**src/rtl/uart_tx.sv**
```systemverilog
// 8N1 UART transmitter: bytes enter a small FIFO over valid/ready and leave
// as start / 8 data LSB first / stop frames on a registered, idle-high line.
module uart_tx #(
  parameter int unsigned BAUD_MULT  = 1666,
  parameter int unsigned FIFO_DEPTH = 4,
  parameter int unsigned STOP_BITS  = 1
) (
  input  logic                          i_uart_clk,
  input  logic                          i_rst_n,
  input  logic [7:0]                    i_tx_byte,
  input  logic                          i_tx_valid,
  output logic                          o_tx_ready,
  output logic                          o_tx_data,
  output logic                          o_tx_active,
  output logic [$clog2(FIFO_DEPTH):0]   o_fifo_count
);

  localparam int unsigned CW      = $clog2(BAUD_MULT);
  localparam int unsigned AW      = $clog2(FIFO_DEPTH);
  localparam int unsigned BL      = BAUD_MULT - 1;
  localparam int unsigned SL      = STOP_BITS - 1;
  localparam int unsigned FD      = FIFO_DEPTH;
  localparam logic [CW-1:0] BAUD_LAST = BL[CW-1:0];
  localparam logic [2:0]    STOP_LAST = SL[2:0];
  localparam logic [AW:0]   FULL      = FD[AW:0];

  typedef enum logic [1:0] {IDLE, START, DATA, STOP} state_t;

  state_t        state;
  logic [7:0]    fifo_mem [FIFO_DEPTH];
  logic [AW-1:0] wr_ptr;
  logic [AW-1:0] rd_ptr;
  logic [AW:0]   count;
  logic [CW-1:0] baud_cnt;
  logic [2:0]    bit_cnt;
  logic [7:0]    shreg;
  logic          push;
  logic          pop;
  logic          bit_end;
  logic          stop_end;

  assign o_tx_ready   = (count != FULL);
  assign o_fifo_count = count;

  always_comb begin
    push     = i_tx_valid && o_tx_ready;
    bit_end  = (baud_cnt == BAUD_LAST);
    stop_end = bit_end && (bit_cnt == STOP_LAST);
    pop      = (count != '0) && ((state == IDLE) || ((state == STOP) && stop_end));
  end

  always_ff @(posedge i_uart_clk) begin
    if (push) fifo_mem[wr_ptr] <= i_tx_byte;
  end

  always_ff @(posedge i_uart_clk) begin
    if (!i_rst_n) begin
      wr_ptr <= '0;
      rd_ptr <= '0;
      count  <= '0;
    end else begin
      if (push) wr_ptr <= wr_ptr + 1'b1;
      if (pop)  rd_ptr <= rd_ptr + 1'b1;
      case ({push, pop})
        2'b10:   count <= count + 1'b1;
        2'b01:   count <= count - 1'b1;
        default: count <= count;
      endcase
    end
  end

  always_ff @(posedge i_uart_clk) begin
    if (!i_rst_n) begin
      state       <= IDLE;
      o_tx_data   <= 1'b1;
      o_tx_active <= 1'b0;
      baud_cnt    <= '0;
      bit_cnt     <= '0;
      shreg       <= '0;
    end else begin
      case (state)
        IDLE: begin
          if (pop) begin
            shreg       <= fifo_mem[rd_ptr];
            o_tx_data   <= 1'b0;
            o_tx_active <= 1'b1;
            baud_cnt    <= '0;
            state       <= START;
          end
        end
        START: begin
          if (bit_end) begin
            baud_cnt  <= '0;
            bit_cnt   <= '0;
            o_tx_data <= shreg[0];
            shreg     <= {1'b0, shreg[7:1]};
            state     <= DATA;
          end else begin
            baud_cnt <= baud_cnt + 1'b1;
          end
        end
        DATA: begin
          if (bit_end) begin
            baud_cnt <= '0;
            if (bit_cnt == 3'd7) begin
              bit_cnt   <= '0;
              o_tx_data <= 1'b1;
              state     <= STOP;
            end else begin
              bit_cnt   <= bit_cnt + 1'b1;
              o_tx_data <= shreg[0];
              shreg     <= {1'b0, shreg[7:1]};
            end
          end else begin
            baud_cnt <= baud_cnt + 1'b1;
          end
        end
        STOP: begin
          // bit_cnt is reused here to count stop bits
          if (bit_end) begin
            baud_cnt <= '0;
            if (bit_cnt == STOP_LAST) begin
              bit_cnt <= '0;
              if (pop) begin
                shreg     <= fifo_mem[rd_ptr];
                o_tx_data <= 1'b0;
                state     <= START;
              end else begin
                o_tx_active <= 1'b0;
                state       <= IDLE;
              end
            end else begin
              bit_cnt <= bit_cnt + 1'b1;
            end
          end else begin
            baud_cnt <= baud_cnt + 1'b1;
          end
        end
        default: state <= IDLE;
      endcase
    end
  end

endmodule

```
**config.mk**
```make
export PLATFORM = sky130hd
export DESIGN_NAME = uart_tx
export DESIGN_NICKNAME = d
export VERILOG_FILES = /design/src/rtl/uart_tx.sv
export SDC_FILE = /design/constraint.sdc
export NUM_CORES = 1
export LEC_CHECK = 0
export CAP_MARGIN = 10
export CORE_AREA = 2 2 116 73
export DETAILED_ROUTE_END_ITERATION = 8
export DIE_AREA = 0 0 118 75
export GPL_ROUTABILITY_DRIVEN = 0
export PLACE_DENSITY = 0.58
export SYNTH_ARGS = -nofsm -noshare
export SYNTH_HDL_FRONTEND = slang
export SYNTH_SLANG_ARGS = --single-unit
```
**constraint.sdc**
```tcl
create_clock -name i_uart_clk -period 3 [get_ports i_uart_clk]
set_input_delay 0.3 -clock i_uart_clk [delete_from_list [all_inputs] [get_ports i_uart_clk]]
set_output_delay 0.3 -clock i_uart_clk [all_outputs]
set_load 0.1 [all_outputs]
```
# Word-level counts from Yosys, hierarchy flattened
# Memory sizes are Yosys's and may differ from the RTL's. A register that Yosys moved wholly into a read port is not among the register bits.
# Index checks and enable logic that the tools add are counted.
[totals] output_inout_bits=6 ram_bits=32 in_bits=11 word_cells=90 mem_count=1 regBits=33
[classes] eq_ne=16 n_mux=41 reduce_logical=17 addsub=6
[memory_table] memory="fifo_mem" depth=4 word_bits=8 rd=1 rd_clocked_by_memory_dff=1 write_ports=1 line="30" source="logic [7:0] fifo_mem [FIFO_DEPTH];"
[op_table] cell="$mux 8" n=6
[op_table] cell="$pmux 8 s4" n=1
[op_table] cell="$mux 11" n=2
[op_table] cell="$pmux 11 s2" n=1
[op_table] cell="$mux 2" n=8
[op_table] cell="$ne 2x2->1 const B" n=8
[op_table] cell="$mux 3" n=5
[op_table] cell="$mux 1" n=13
[op_table] cell="$add 11x1->11 const B" n=1
[op_table] cell="$eq 11x11->1 const B" n=1
[op_table] cell="$reduce_and 5->1" n=2
[op_table] cell="$pmux 3 s3" n=1
[op_table] cell="$pmux 2 s4" n=1
[op_table] cell="$reduce_and 4->1" n=2
[op_table] cell="$add 3x1->3 const B" n=2
[op_table] cell="$eq 2x2->1 const B" n=3
[op_table] cell="$pmux 3 s2" n=1
[op_table] cell="$reduce_and 6->1" n=1
[op_table] cell="$reduce_bool 3->1" n=2
[op_table] cell="$add 2x1->2 const B" n=2
[op_table] cell="$eq 2x1->1 const B" n=2
[op_table] cell="$logic_and 1x1->1" n=4
[op_table] cell="$pmux 1 s4" n=1
[op_table] cell="$reduce_bool 2->1" n=2
[op_table] cell="other kinds (8)" n=8

# Depth between registers and ports, before layout
# Gate-level depths: netlist (run 1).
[depth] word_depth=9 depth_mapped=10 ltp_nobuf=10

# Worst setup path before layout (run 1)
# OpenSTA, ideal clock, no wires.
[synth_timing] path_type="register to register" start="reg count[0] (netlist: o_fifo_count[0])" end="reg count[2] (netlist: o_fifo_count[2])" t_required_ns=2.929 path_slack_ns=-0.460 setup_ns=0.071 period_less_slack_ns=3.460 path_stages_with_launch=10 n_path_buf=0 arrival_time_ns=3.389 cell_sequence="dfxtp_1 nor2_1 nand2_1 and2_1 inv_1 ha_1 fa_1 xnor2_1 or3_1 a21oi_1"
[synth_via] elab_chain_len=4 word_cells_on_any_way=10 classes_between="add/sub (2); eq/ne (3); mux (1); reduce/logical (4)"
[synth_lines] item="start: declaration" line="33" source="logic [AW:0] count;"
[synth_lines] item="start signal: assignment" line="65" source="2'b10: count <= count + 1'b1;"
[synth_lines] item="start signal: assignment" line="66" source="2'b01: count <= count - 1'b1;"
[synth_lines] item="start signal: assignment" line="67" source="default: count <= count;"
[synth_lines] item="$ne 3x3->1 (*)" line="42" source="assign o_tx_ready = (count != FULL);"
[synth_lines] item="via o_tx_ready" line="12" source="output logic o_tx_ready,"
[synth_lines] item="$logic_and 1x1->1 (*)" line="46" source="push = i_tx_valid && o_tx_ready;"
[synth_lines] item="$eq 2x1->1 / $eq 2x2->1 (equally long branches)" line="64" source="case ({push, pop})"
[synth_lines] item="$pmux 3 s2 / $reduce_bool 2->1 (equally long branches)"
# Mark *: on every way through the listed nets, which the timed path passes. The rest lies on a longest branch.
# A chain may end at the register's enable or synchronous reset.

# Final worst setup path (run 1)
[layout_timing] start="reg state[0]" end="reg count[2] (netlist: o_fifo_count[2])"
[layout_via] elab_chain_len=6 word_cells_on_any_way=9 classes_between="eq/ne (3); mux (1); reduce/logical (5)"
[layout_lines] item="start: declaration" line="29" source="state_t state;"
[layout_lines] item="start signal: assignment" line="74" source="state <= IDLE;"
[layout_lines] item="start signal: assignment" line="88" source="state <= START;"
[layout_lines] item="start signal: assignment" line="97" source="state <= DATA;"
[layout_lines] item="$eq 2x2->1" line="49" source="pop = (count != '0) && ((state == IDLE) || ((state == STOP) && stop_end));"
[layout_lines] item="$logic_and 1x1->1" line="49"
[layout_lines] item="$logic_or 1x1->1 (*)" line="49"
[layout_lines] item="$logic_and 1x1->1 (*)" line="49"
[layout_lines] item="via pop" line="38" source="logic pop;"
[layout_lines] item="$eq 2x1->1 / $eq 2x2->1 (equally long branches)" line="64"
[layout_lines] item="$pmux 3 s2 / $reduce_bool 2->1 (equally long branches)"
# Marked as above.

==> results.cfg, run 1 <==
[power_and_ir_drop]
power.static_leakage_nw = 1.30
power_density_nw_per_um2 = 1030
clock_power_share_pct = 26.7
power.net_switching_w = 0.00141
swShare_pct = 38.2
p_seq_share_pct = 33.8
cellInternalPower_w = 0.00229
vdd_ir_drop_max_mv = 0.649
power_frac_comb_pct = 39.5

[clock_network]
cts.clk_slew.worst_paths_ns = 0.06
tritoncts_clock_tree = done
clock_sinks = 67
clock_path_buffers = 2
holdBufCountCts = 0
htree_num_levels = 3
cts_resized = 0
cts_made_buffers = 9
cts_root_buf = sky130_fd_sc_hd__clkbuf_16
clkLatencyLatePin_ns = 0.33
postCtsSetupBuffers = 0

[die]
die-height_um = 75
core.rowCount = 25
die-width_um = 118
boundaryPins = 17
floorplan.core_area_um2 = 7730
die_area_um2 = 8850
initial_utilization_pct = 39.6

[synthesis]
synth_ff_type = sky130_fd_sc_hd__dfxtp_1
yosys.area.top_type_share_pct = 31.4
synth_enable_flop_cells = 32
ys_ff_latch = 67
most_area_consuming_cells_after_synthesis = sky130_fd_sc_hd__edfxtp_1 (31%), sky130_fd_sc_hd__dfxtp_1 (23%), sky130_fd_sc_hd__ha_1 (6.1%)
synth_area_per_cell_um2 = 12.6
synth_area_leader_cell = sky130_fd_sc_hd__edfxtp_1
ys_async_sr_fraction_pct = 0
yosys_warnings = 0
yosys.cell_types.count = 49
synth_sequential_area_ratio_pct = 54.2
synthesis.area_um2 = 3060
synthCells = 244
synth_fp_nets = 271

[global_route]
global_route.usage.met2_pct = 18.7
wire_length_of_the_first_global_routing_pass_mm = 9.27
antenna_violations_before_repair = 0
grtUsageMet3_pct = 5.53
grt_usage_pct = 14.0
global_route.peak_usage_layer = met1
grt_use_met1_pct = 20.4
gr-total-overflow = 0
via_count_of_the_first_global_routing_pass = 1766
pin_count_of_the_biggest_net_entering_global_routing = 22

[timing]
relative_slew_slack_pct = 44.5
period_share_pct = 87.2
final-max-slew-violation-count = 0
rsz0062_at_grt = no
worstMarginPinSlew_ns = 0.831
setup_viol = 0
finalCriticalPeriod_ns = 2.62
hold_violations = 0
fin_worst_skew_ns = 0.00644
max_clock_freq_ghz = 0.382
totalNegativeSetupSlack_ns = 0

[final_layout]
mostFrequentLayoutCells = sky130_fd_sc_hd__dfxtp_1 (32), sky130_fd_sc_hd__edfxtp_1 (32), sky130_fd_sc_hd__nor2_1 (26)
final_nets = 289
antenna_cells = 0
synthToLayoutAreaGrowth_pct = 17.2
finalInstanceArea_um2 = 3590
fraction_of_final_layout_cells_sized_beyond_drive_strength_1_pct = 18.4

[route]
detail_route.vias_per_cell = 5.04
drc = 0
detailroute.via_count = 1891
route.detailed.wl_per_inst_um = 14.8
antenna_violating_nets_post_route = 0
detail_route.first_pass.iterations = 4
totalWireLength_mm = 5.56
dr.first_iter.drc_count = 95

[place]
io_buffer_count = 16
detailed_place.area_um2 = 3310
detailed_place_hpwl_mm = 3.89

[worst_setup_path]
timing.critical_path.from_type = register
worstSetupEndpointType = register
worstPathArrival_ns = 2.86
critical_path_required_ns = 3.24
crit_fanout = 7
critPathKind = reg -> reg

[run_status]
outcome = finished clean

[hold_path]
worstHoldPathType = reg -> reg

[flow_run]
maxCapViolations = 0
## logic make-up after synthesis
| logic type | after synthesis | share of synthesized area, % |
|---|---|---|
| fa+ha+maj | 16 | 6.78 |
| simple gates | 70 | 12.6 |
| xor+xnor | 15 | 4.29 |
| mux | 17 | 8.82 |
| flops | 67 | 54.2 |
| buf+inv | 19 | 2.66 |
| compound gates | 40 | 10.6 |
## critical path: stages, from the launching register on
cell,delay (ns)
sky130_fd_sc_hd__dfxtp_1,0.33
sky130_fd_sc_hd__ha_1,0.30
sky130_fd_sc_hd__and3b_1,0.23
sky130_fd_sc_hd__a41oi_2,0.31
sky130_fd_sc_hd__nor2_2,0.14
sky130_fd_sc_hd__ha_1,0.25
sky130_fd_sc_hd__fa_1,0.39
sky130_fd_sc_hd__xnor2_1,0.15
sky130_fd_sc_hd__or3_1,0.30
sky130_fd_sc_hd__a21oi_1,0.14
## area by class of cell
cell class | count | area [µm²]
Multi-Input combinational cell | 158 | 1320
Clock buffer | 10 | 239
Sequential cell | 67 | 1670
Timing Repair Buffer | 16 | 145
Tap cell | 108 | 135
Clock inverter | 6 | 46.3
Fill cell | 682 | 4140
Inverter | 10 | 37.5
## path summary, 6_finish.rpt
kind	end	slack, ns	depth (start not counted)	start
setup / recovery	o_fifo_count[2]	0.38	9	state[0]
hold / removal	shreg[7]	0.48	2	shreg[7]
setup reg to reg	o_fifo_count[2]	0.38	9	state[0]
hold reg to reg	shreg[7]	0.48	2	shreg[7]
## synth_stat cells, drive strengths merged (2+ instances only)
cell type   n
ha         15
dfxtp      35
nand3b      2
nand4       5
o21ai       6
o21bai      2
a21oi       7
inv        10
o31ai       2
xor2        8
nand3       2
a211oi      9
nor2       27
buf         4
edfxtp     32
xnor2       7
mux4        8
a31oi       8
mux2i       9
clkbuf      5
nand2      13
nor3        2
and3        9
## through the flow
| stage | hold slack, ns | utilization, % | setup WS, ns | std cells | power [W] |
|---|---|---|---|---|---|
| after floorplan | 0.399 | - | 0.191 | 244 | 0.00248 |
| after global placement | 0.462 | 42.8 | 0.453 | 359 | 0.00273 |
| after detailed placement | 0.470 | 42.8 | 0.401 | 359 | 0.00273 |
| after CTS | 0.478 | 46.5 | 0.385 | 375 | 0.00374 |
| after global routing | 0.513 | 46.5 | 0.258 | 375 | 0.00393 |
| final | 0.475 | 46.5 | 0.384 | 375 | 0.00370 |
## power by group through the flow
stage | Sequential (W) | Clock (W) | Combinational, W
2_1_floorplan | 0.00137 | 0 | 0.00111
3_3_place_gp | 0.00127 | 0 | 0.00146
3_5_place_dp | 0.00127 | 0 | 0.00146
4_1_cts | 0.00125 | 0.00101 | 0.00147
5_1_grt | 0.00128 | 0.00105 | 0.00160
6_report | 0.00125 | 0.000989 | 0.00146
## routing by layer
layer	vias to the layer above	wire [µm]
li1	940	-
met1	920	3090
met2	25	2190
met3	6	215
met4	0	69
met5	-	0
## state kept, by name, indices dropped and copies added (netlist names), 2 cells and up, named ones only
| register | count |
|---|---|
| wr_ptr | 2 |
| bit_cnt | 3 |
| o_fifo_count | 3 |
| state | 2 |
| fifo_mem | 32 |
| shreg | 8 |
| baud_cnt | 11 |
| rd_ptr | 2 |
(Power assumes the default switching activity.)
==> run 2, diff against run 1 <==
==> config.mk (replaced) <==
export PLATFORM = sky130hd
export DESIGN_NAME = uart_tx
export DESIGN_NICKNAME = d
export VERILOG_FILES = /design/src/rtl/uart_tx.sv
export SDC_FILE = /design/constraint.sdc
export NUM_CORES = 1
export LEC_CHECK = 0
export ABC_AREA = 1
export CAP_MARGIN = 10
export CORE_AREA = 2 2 98 62
export DETAILED_ROUTE_END_ITERATION = 8
export DIE_AREA = 0 0 100 64
export GPL_ROUTABILITY_DRIVEN = 0
export PLACE_DENSITY = 0.77
export SYNTH_ARGS = -nofsm -noshare
export SYNTH_HDL_FRONTEND = slang
export SYNTH_SLANG_ARGS = --single-unit
==> run 2 against run 1 <==
Global-route usage grew 7.6 points. Sequential power barely moved. Final area fell by 1.5%. Combinational power increased by 13%. Largest power group unchanged. Routed wire length grew 8.5%. Synthesized area increased by 3.1%. Worst hold slack worse by 0.0075 ns.
==> results.cfg, run 2 <==
[run_status]
outcome = finished clean

[synthesis]
yosys.cell_types.count = 33
synth_area_per_cell_um2 = 8.95
synth_sequential_area_ratio_pct = 52.6
yosys.area.top_type_share_pct = 30.4
synthCells = 353
ys_async_sr_fraction_pct = 0
synth_area_leader_cell = sky130_fd_sc_hd__edfxtp_1
synth_fp_nets = 380
most_area_consuming_cells_after_synthesis = sky130_fd_sc_hd__edfxtp_1 (30%), sky130_fd_sc_hd__dfxtp_1 (22%), sky130_fd_sc_hd__nor2_1 (7.0%)
synth_enable_flop_cells = 32
yosys.cell_count.top_type = sky130_fd_sc_hd__nor2_1
synth_ff_type = sky130_fd_sc_hd__dfxtp_1
synthTopCellsByCount = sky130_fd_sc_hd__nor2_1 (59), sky130_fd_sc_hd__nand2_1 (54), sky130_fd_sc_hd__inv_1 (37), sky130_fd_sc_hd__dfxtp_1 (35), sky130_fd_sc_hd__edfxtp_1 (32)
ys_ff_latch = 67
synthesis.area_um2 = 3160
yosys_warnings = 0

[route]
detail_route.vias_per_cell = 5.17
totalWireLength_mm = 6.03
route.detailed.wl_per_inst_um = 13.5
dr_wl_met2_mm = 2.47
met3WireLength_um = 408
drt-met1-wl_mm = 3.13
drc = 0
detail_route.first_pass.iterations = 4
antenna_violating_nets_post_route = 0
dr.first_iter.drc_count = 166
topRoutingLayerUsed = met4
detailroute.via_count = 2318

[power_and_ir_drop]
cellInternalPower_w = 0.00198
swShare_pct = 45.1
power.net_switching_w = 0.00163
p_seq_share_pct = 34.7
power.static_leakage_nw = 1.45
power_density_nw_per_um2 = 1020
power_frac_comb_pct = 45.7
clock_power_share_pct = 19.6
vdd_ir_drop_max_mv = 1.06

[place]
pre_cts_slack_ns = 0.652
detailed_place_hpwl_mm = 4.32
io_buffer_count = 16
dp.cells = 432

[worst_setup_path]
timing.critical_path.from = state[0]
crit_reg_reg_startpoint = state[0]
crit_fanout = 5
worstSetupEndpointType = register
worstPathArrival_ns = 2.66
critical_path_required_ns = 3.29
timing.critical_path.from_type = register
critical_path_cell_by_cell = ha_1 -> inv_1 -> nor2_1 -> nand3_1 -> nand2_1 -> nand2_2 -> inv_1 -> ha_1 -> fa_1 -> a21oi_1 -> o21a_1 -> o21ai_0 -> a21oi_1
path_buf_inv = 2
critPathKind = reg -> reg
cpPeakStageDelay_ns = 0.40
critical_path.top_delay_family = adder cells
crit_slowest_cell = sky130_fd_sc_hd__fa_1

[die]
floorplan.core_area_um2 = 5470
initial_utilization_pct = 57.8
die-height_um = 64
die-width_um = 100
die_area_um2 = 6400
core.rowCount = 21
boundaryPins = 17

[clock_network]
cts_root_buf = sky130_fd_sc_hd__clkbuf_8
clock_sinks = 67
clock_path_buffers = 2
cts.clk_slew.worst_paths_ns = 0.08
holdBufCountCts = 0
clkLatencyLatePin_ns = 0.35
tritoncts_clock_tree = done
cts_resized = 0
cts_made_buffers = 9
postCtsSetupBuffers = 0
htree_num_levels = 3

[hold_path]
hp-start = o_tx_active
worstHoldPathType = reg -> reg

[final_layout]
fraction_of_final_layout_cells_sized_beyond_drive_strength_1_pct = 11.1
num-fill-cells = 447
synthToLayoutAreaGrowth_pct = 12.0
final_nets = 401
regs_by_ff_count = fifo_mem (32), baud_cnt (11), shreg (8)
layout.cells.most_common = sky130_fd_sc_hd__nor2_1
postLayoutCoreUtil_pct = 64.7
regMostFlops = fifo_mem
antenna_cells = 0
final_non_filler_cells = 448
mostFrequentLayoutCells = sky130_fd_sc_hd__nor2_1 (59), sky130_fd_sc_hd__nand2_1 (53), sky130_fd_sc_hd__inv_1 (37)
largest_reg_flops = 32

[timing]
final-max-slew-violation-count = 0
finalCriticalPeriod_ns = 2.37
hold_violations = 0
setup_viol = 0
hold-worst-slack_ns = 0.468
relative_slew_slack_pct = 45.6
worstMarginPinSlew_ns = 0.813
worst_slack_setup_final_ns = 0.625
totalNegativeSetupSlack_ns = 0
max_clock_freq_ghz = 0.421
period_share_pct = 79.2
rsz0062_at_grt = no
fin_worst_skew_ns = 0.00602

[flow_run]
maxCapViolations = 0

[global_route]
via_count_of_the_first_global_routing_pass = 2177
pin_count_of_the_biggest_net_entering_global_routing = 20
wire_length_of_the_first_global_routing_pass_mm = 10.5
gr-total-overflow = 0
antenna_violations_before_repair = 0
grt_usage_pct = 21.6
-- run 2: cell count changes in the layout (fill, tap and decap cells not counted), sizes merged, moves of 7 or more --
cell	delta
and3	-7
xor2	-7
nand3	+15
inv	+29
xnor2	-7
o21ai	+24
a31oi	-8
a211oi	-9
a21oi	+24
nand2	+46
mux4	-8
nor2	+35
-- run 2: path summary, 6_finish.rpt --
kind / to / cells after the start / slack [ns]
setup / recovery: o_fifo_count[2] / 13 / 0.63
hold / removal: o_tx_active / 2 / 0.47
hold reg to reg: o_tx_active / 2 / 0.47
setup reg to reg: o_fifo_count[2] / 13 / 0.63
-- run 2: cells by family (layout without fill, tap and decap cells) --
| logic type | after synthesis | count (layout) | share of synthesized area (%) |
|---|---|---|---|
| and+or+nand+nor | 150 | 150 | 21.0 |
| DFF | 67 | 67 | 52.6 |
| AOI/OAI and AO/OA | 65 | 65 | 10.8 |
| buffers and inverters | 47 | 73 | 6.50 |
| adders and majority gates | 16 | 16 | 6.58 |
| muxes | 7 | 7 | 2.22 |
| xor gates and xnor gates | 1 | 1 | 0.277 |
-- run 2: area by class of cell --
| type | instances | area [µm²] | area share, % |
|---|---|---|---|
| flip-flops and latches | 67 | 1660 | 47.0 |
| well taps | 69 | 86.3 | 2.44 |
| clock buffers | 9 | 124 | 3.50 |
| repair buffers | 19 | 168 | 4.74 |
| multi-input cells | 239 | 1290 | 36.6 |
| inverters | 38 | 143 | 4.03 |
| clock inverters | 7 | 60.1 | 1.70 |
-- run 2: power by group through the flow --
stage	Sequential [W]	Clock (W)	Combinational, W
6_report	0.00125	0.000706	0.00165
4_1_cts	0.00125	0.000719	0.00165
3_5_place_dp	0.00127	0	0.00164
2_1_floorplan	0.00145	0	0.00115
5_1_grt	0.00128	0.000765	0.00184
3_3_place_gp	0.00127	0	0.00160
-- run 2: worst min-delay path, cell delays in order, from the launching register on --
cell,delay [ns]
sky130_fd_sc_hd__dfxtp_1,0.32
sky130_fd_sc_hd__nand2_1,0.06
sky130_fd_sc_hd__a21oi_1,0.05
-- run 2: through the flow --
| step | area (µm²) | total power (W) |
|---|---|---|
| CTS | 3540 | 0.00362 |
| detailed placement | 3350 | 0.00291 |
| finish | 3540 | 0.00361 |
| global route | 3540 | 0.00388 |
| global placement | 3350 | 0.00287 |
| floorplan | 3160 | 0.00260 |
-- run 2: layer usage --
metal | vias to the layer above | global-route usage [%]
li1 | 1213 | -
met1 | 1037 | 32.1
met2 | 63 | 29.7
met3 | 5 | 8.53
met4 | 0 | 4.62
met5 | - | 0
